[config.mk]
export PLATFORM = sky130hd
export DESIGN_NAME = sc_spi_tgt
export DESIGN_NICKNAME = d
export VERILOG_FILES = /design/src/rtl/sc_spi_tgt.sv
export SDC_FILE = /design/constraint.sdc
export NUM_CORES = 1
export LEC_CHECK = 0
export ABC_AREA = 1
export BUFFER_PORTS_ARGS = -buffer_cell sky130_fd_sc_hd__buf_2
export CAP_MARGIN = 30
export CORE_AREA = 2 2 142 144
export DETAILED_ROUTE_END_ITERATION = 12
export DIE_AREA = 0 0 144 146
export SKIP_CTS_REPAIR_TIMING = 1
export SKIP_LAST_GASP = 1
export SYNTH_ARGS = -nofsm -noshare
export SYNTH_HDL_FRONTEND = slang
export SYNTH_SLANG_ARGS = --single-unit
[constraint.sdc]
create_clock -name i_sysclk -period 3.1 [get_ports i_sysclk]
set_clock_uncertainty 0.1 [all_clocks]
set_input_delay 0.62 -clock i_sysclk [delete_from_list [all_inputs] [get_ports i_sysclk]]
set_output_delay 0.62 -clock i_sysclk [all_outputs]
set_load 0.005 [all_outputs]
[src/rtl/sc_spi_tgt.sv]
// SPI target engine: oversamples SCLK/CSB/MOSI in the system clock domain, assembles received
// words and serialises a one-entry TX holding register onto MISO. Supports SPI modes 0-3.
module sc_spi_tgt #(
    parameter int SYNC_STAGES = 2
) (
    input  logic        i_sysclk,
    input  logic        i_sysrst,
    input  logic        i_cpol,
    input  logic        i_cpha,
    input  logic        i_border,
    input  logic [4:0]  i_dwidth,
    input  logic [31:0] i_txdata,
    input  logic        i_txvalid,
    output logic        o_txready,
    output logic        o_txundr,
    output logic [31:0] o_rxdata,
    output logic        o_rxvalid,
    output logic        o_frameact,
    output logic        o_frameend,
    input  logic        i_sclk,
    input  logic        i_csb,
    input  logic        i_mosi,
    output logic        o_miso,
    output logic        o_misooe
);

    // state | meaning
    // IDLE  | CSB high, waiting for a frame start
    // START | one cycle: load TX shift register, latch nothing further
    // SHIFT | frame active, bits move on sample/shift edges
    typedef enum logic [1:0] {ST_IDLE, ST_START, ST_SHIFT} state_t;

    state_t r_state;

    logic [SYNC_STAGES-1:0] r_sclk_sync, r_csb_sync, r_mosi_sync;
    logic        r_sclk_prev, r_csb_prev;
    logic        r_cpol, r_cpha, r_border;
    logic [4:0]  r_dwidth, r_bc;
    logic [31:0] r_hold, r_tx_sr, r_rx_sr, r_rxdata;
    logic        r_full, r_miso, r_txundr, r_rxvalid, r_frameact, r_frameend, r_word_done;

    logic        w_sclk, w_csb, w_mosi;
    logic        w_sclk_rise, w_sclk_fall, w_csb_rise, w_csb_fall;
    logic        w_lead, w_trail, w_sample, w_shift, w_word_end, w_reload, w_accept;
    logic [31:0] w_reload_word, w_rx_next;

    function automatic logic f_head(input logic [31:0] w, input logic bo, input logic [4:0] dw);
        return bo ? w[0] : w[dw];
    endfunction

    function automatic logic [31:0] f_shift(input logic [31:0] w, input logic bo);
        return bo ? (w >> 1) : (w << 1);
    endfunction

    always_ff @(posedge i_sysclk) begin
        if (i_sysrst) begin
            r_sclk_sync <= {SYNC_STAGES{i_cpol}};
            r_csb_sync  <= '1;
            r_mosi_sync <= '0;
            r_sclk_prev <= i_cpol;
            r_csb_prev  <= 1'b1;
        end else begin
            r_sclk_sync <= {r_sclk_sync[SYNC_STAGES-2:0], i_sclk};
            r_csb_sync  <= {r_csb_sync[SYNC_STAGES-2:0], i_csb};
            r_mosi_sync <= {r_mosi_sync[SYNC_STAGES-2:0], i_mosi};
            r_sclk_prev <= w_sclk;
            r_csb_prev  <= w_csb;
        end
    end

    assign w_sclk      = r_sclk_sync[SYNC_STAGES-1];
    assign w_csb       = r_csb_sync[SYNC_STAGES-1];
    assign w_mosi      = r_mosi_sync[SYNC_STAGES-1];
    assign w_sclk_rise = w_sclk & ~r_sclk_prev;
    assign w_sclk_fall = ~w_sclk & r_sclk_prev;
    assign w_csb_rise  = w_csb & ~r_csb_prev;
    assign w_csb_fall  = ~w_csb & r_csb_prev;

    assign w_lead   = r_cpol ? w_sclk_fall : w_sclk_rise;
    assign w_trail  = r_cpol ? w_sclk_rise : w_sclk_fall;
    assign w_sample = r_cpha ? w_trail : w_lead;
    assign w_shift  = r_cpha ? w_lead : w_trail;

    assign w_word_end    = (r_state == ST_SHIFT) && w_sample && (r_bc == r_dwidth);
    assign w_reload      = ~w_csb_rise && ((r_state == ST_START) || w_word_end);
    assign w_accept      = i_txvalid & ~r_full;
    assign w_reload_word = r_full ? r_hold : 32'h0;
    // LSB-first words enter at the top of the active field and walk down to bit 0
    assign w_rx_next     = r_border ? ((r_rx_sr >> 1) | ({31'h0, w_mosi} << r_dwidth))
                                    : {r_rx_sr[30:0], w_mosi};

    always_ff @(posedge i_sysclk) begin
        if (i_sysrst) begin
            r_state     <= ST_IDLE;
            r_cpol      <= 1'b0;
            r_cpha      <= 1'b0;
            r_border    <= 1'b0;
            r_dwidth    <= '0;
            r_bc        <= '0;
            r_hold      <= '0;
            r_full      <= 1'b0;
            r_tx_sr     <= '0;
            r_rx_sr     <= '0;
            r_rxdata    <= '0;
            r_miso      <= 1'b0;
            r_txundr    <= 1'b0;
            r_rxvalid   <= 1'b0;
            r_frameact  <= 1'b0;
            r_frameend  <= 1'b0;
            r_word_done <= 1'b0;
        end else begin
            r_txundr    <= 1'b0;
            r_rxvalid   <= 1'b0;
            r_frameend  <= 1'b0;
            r_word_done <= 1'b0;
            r_frameact  <= ~w_csb;

            // a reload and an accept in the same cycle: reload sees the old (empty) holding state
            if (w_accept) begin
                r_hold <= i_txdata;
                r_full <= 1'b1;
            end else if (w_reload) begin
                r_full <= 1'b0;
            end
            if (w_reload && !r_full)
                r_txundr <= 1'b1;

            if (r_word_done) begin
                r_rxdata  <= r_rx_sr;
                r_rxvalid <= 1'b1;
                r_rx_sr   <= '0;
            end

            if (w_csb_rise) begin
                r_state    <= ST_IDLE;
                r_frameend <= 1'b1;
                r_miso     <= 1'b0;
                r_bc       <= '0;
            end else begin
                case (r_state)
                    ST_IDLE: begin
                        if (w_csb_fall) begin
                            r_cpol   <= i_cpol;
                            r_cpha   <= i_cpha;
                            r_border <= i_border;
                            r_dwidth <= i_dwidth;
                            r_state  <= ST_START;
                        end
                    end
                    ST_START: begin
                        r_bc    <= '0;
                        r_rx_sr <= '0;
                        if (!r_cpha) begin
                            r_miso  <= f_head(w_reload_word, r_border, r_dwidth);
                            r_tx_sr <= f_shift(w_reload_word, r_border);
                        end else begin
                            r_tx_sr <= w_reload_word;
                        end
                        r_state <= ST_SHIFT;
                    end
                    ST_SHIFT: begin
                        if (w_shift) begin
                            r_miso  <= f_head(r_tx_sr, r_border, r_dwidth);
                            r_tx_sr <= f_shift(r_tx_sr, r_border);
                        end else if (w_sample) begin
                            r_rx_sr <= w_rx_next;
                            if (r_bc == r_dwidth) begin
                                r_bc        <= '0;
                                r_word_done <= 1'b1;
                                r_tx_sr     <= w_reload_word;
                            end else begin
                                r_bc <= r_bc + 5'd1;
                            end
                        end
                    end
                    default: r_state <= ST_IDLE;
                endcase
            end
        end
    end

    assign o_txready  = ~r_full;
    assign o_txundr   = r_txundr;
    assign o_rxdata   = r_rxdata;
    assign o_rxvalid  = r_rxvalid;
    assign o_frameact = r_frameact;
    assign o_frameend = r_frameend;
    assign o_miso     = r_miso;
    assign o_misooe   = r_frameact;

endmodule

==> impl_metrics.py <==
metrics = {
    "status": {
        "outcome": "finished, final reports clean",
    },
    "route": {
        "vias": 8963,
        "drt_pass1_iterations": 6,
        "drt-initial-drc-count": 739,
        "wirelength_mm": 26.6,
        "avgViaCountPerCell": 5.49,
        "routedWlPerCell_um": 16.3,
        "drc_errors": 0,
        "antenna_left": 0,
    },
    "logic_synthesis": {
        "netlist_instances": 1334,
        "ys_seq_elements": 158,
        "synth_fp_nets": 1384,
        "syn_avg_cell_area_um2": 6.43,
        "syn-cell-area_um2": 8580,
        "synth_edf_count": 0,
        "async_flop_share_pct": 0,
        "synthFlopType": "dfxtp_1",
        "yosysMostFrequentCell": "nand2_1",
        "synth_top_area_share_pct": 36.9,
        "yosysWarnings": 0,
        "yosys.cell_types.count": 36,
        "yosysTopAreaCell": "dfxtp_1",
        "synth-seq-area-share_pct": 36.9,
        "synthTopCellsByCount": "nand2_1, dfxtp_1, nand3_1",
        "synth_area_leaders": "dfxtp_1, nand2_1, nand3_1, o21ai_0, a21oi_1",
    },
    "run": {
        "cap_violations": 0,
    },
    "placement": {
        "gp_congestion": 0.877,
        "dp_hpwl_mm": 17.4,
        "dp.cells": 1601,
        "numPortBuffers": 84,
    },
    "clocking": {
        "clock_latency_ns": 0.43,
        "cts-htree-levels": 4,
        "numCtsBuffers": 17,
        "root_buffer": "clkbuf_16",
        "clock_path_buffers": 2,
        "clk_pin_slew_ns": 0.06,
        "cts_tree": "done",
        "numClockSinks": 158,
    },
    "floorplan": {
        "initial_core_util_pct": 44.4,
        "die_w_um": 144,
        "fp.dieH_um": 146,
        "num_io_pins": 85,
        "dieArea_um2": 21000,
        "placementRows": 51,
        "coreArea_um2": 19300,
    },
    "sta": {
        "finalSetupViolCount": 0,
        "fmax_ghz": 0.418,
        "tns_ns": 0,
        "maxSlewViolCount": 0,
        "hold_violations": 0,
        "max-slew-margin-rel_pct": 35.1,
        "min_period_over_period_pct": 77.2,
        "period_needed_ns": 2.39,
        "rsz0062_at_grt": "no",
        "worst_slew_pin_slew_ns": 0.972,
    },
    "layout": {
        "fin_cells": 1633,
        "finalNetCount": 1405,
        "diodes": 0,
        "syn2layout_area_growth_pct": 12.6,
        "drive_gt1_share_pct": 12.2,
    },
    "global_routing": {
        "grt_use_total_pct": 25.6,
        "grt_pass1_vias": 8218,
        "grt_max_degree": 107,
        "grt_remaining_overflow": 0,
        "grt_pass1_wl_mm": 43.4,
        "antenna_found_initial": 0,
    },
    "worst_setup_path": {
        "worstSetupStartpointType": "register",
        "cp_slowest_cell": "dfxtp_1",
        "crit_fanout": 11,
        "r2r-start": "r_dwidth[1]",
        "reg2regPathDepth": 6,
        "r2r_end": "r_rx_sr[7]",
        "end_kind": "register",
        "critPathTopFamily": "simple AND/OR/NAND/NOR gates",
        "crit_chain": "inv_2, nor3_1, nand3_1, o21ai_0, o211ai_1, a21oi_1",
        "critical_path_buf_inv_count": 1,
        "cp.depth": 6,
        "critical_path_class": "reg -> reg",
        "critPathRequiredTime_ns": 3.34,
        "max_stage_delay_ns": 0.81,
        "r2r_setup_slack_ns": 0.71,
        "worstPathArrival_ns": 2.64,
    },
    "hold_path": {
        "hold_depth": 2,
        "hold_path_end": "r_csb_sync[0]",
        "hold_class": "in -> reg",
        "worstHoldStart": "i_csb",
    },
    "power": {
        "pwr-share-comb_pct": 20.2,
        "powerDensity_nw_per_um2": 560,
        "ir_drop_mv": 0.390,
        "p_int_mw": 3.64,
        "clkPwrFrac_pct": 39.2,
        "finalPower_mw": 5.41,
        "power_switching_mw": 1.77,
        "p_leak_nw": 3.98,
        "seqPwrFrac_pct": 40.7,
        "swShare_pct": 32.7,
    },
}
-- metal layers --
| layer | GRT usage, % | share of wire, % | vias to the layer above |
|---|---|---|---|
| li1 | - | - | 4492 |
| met2 | 37.7 | 43 | 340 |
| met5 | 0 | 0 | - |
| met3 | 4.01 | 7.6 | 21 |
| met1 | 39.0 | 49 | 4110 |
| met4 | 5.83 | 1.0 | 0 |
-- cell usage in the layout (no fill, tap or decap), drive strengths merged --
cell type / netlist / layout
xor2: 3 / 3
xnor2: 2 / 2
o2111a: 1 / 1
and3: 1 / 1
dfxtp: 158 / 158
a21oi: 107 / 107
nor2: 140 / 140
nand3: 157 / 157
clkbuf: 70 / 20
nand4: 16 / 16
inv: 93 / 98
bufinv: 0 / 1
o211ai: 30 / 30
or2: 3 / 3
o21ai: 153 / 153
ha: 4 / 4
o22ai: 30 / 30
o311ai: 4 / 4
o221ai: 2 / 2
buf: 36 / 108
nor3: 9 / 9
a2111oi: 2 / 2
clkinv: 1 / 7
nand2: 312 / 312
-- kinds of logic after synthesis --
group                    after synthesis  synth area share [%]
buffers and inverters                200                  9.51
AND/OR/NAND/NOR                      638                  31.3
XOR/XNOR                               5                 0.511
AO/OA/AOI/OAI                        329                  21.2
adder cells (fa/ha/maj)                4                 0.584
flip-flops                           158                  36.9
-- worst register-to-register path: cells and delay by family, from the launching register on --
family	cells	cell delay, ns
AO/OA/AOI/OAI	3	0.46
buffers and inverters	1	0.07
flip-flops	1	0.81
AND/OR/NAND/NOR	2	0.88
-- power groups by stage --
stage	registers (mW)	logic [mW]	clock network (mW)
final	2.20	1.09	2.12
after global routing	2.21	1.23	2.23
after CTS	2.20	1.08	2.15
after detailed placement	2.24	1.08	0
after global placement	2.24	1.07	0
after floorplan	2.22	0.808	0
-- area by class of cell --
class,count,area [um2]
repair buffers,108,613
fillers,2015,9670
well taps,265,332
clock buffers,20,467
multi-input cells,976,4600
flip-flops and latches,158,3170
inverters,94,355
clock inverters,12,126
-- flip-flops by register name, indices dropped and copies added, names as in the netlist, 2 cells and up --
name	flops
o_rxdata	32
r_hold	32
r_rx_sr	32
r_tx_sr	32
r_bc	5
r_dwidth	5
r_csb_sync	2
r_mosi_sync	2
r_sclk_sync	2
r_state	2
-- worst max-delay path by stage --
stage                         from           to
finish                 r_dwidth[1]   r_rx_sr[7]
detailed placement  r_sclk_sync[1]   r_tx_sr[0]
global route        r_sclk_sync[1]  r_tx_sr[31]
floorplan               r_state[0]  r_rx_sr[17]
CTS                 r_sclk_sync[1]  r_tx_sr[31]
global placement    r_sclk_sync[1]   r_tx_sr[0]
-- through the flow --
step	hold WS, ns	util, %	cell area, um2	setup slack (ns)
CTS	0.276	50.0	9660	0.718
finish	0.286	50.0	9660	0.707
global route	0.292	50.0	9660	0.489
floorplan	0.288	-	8580	1.33
detailed placement	0.293	46.9	9070	0.720
global placement	0.293	46.9	9070	0.782
Power figures use the tool's default switching activity.
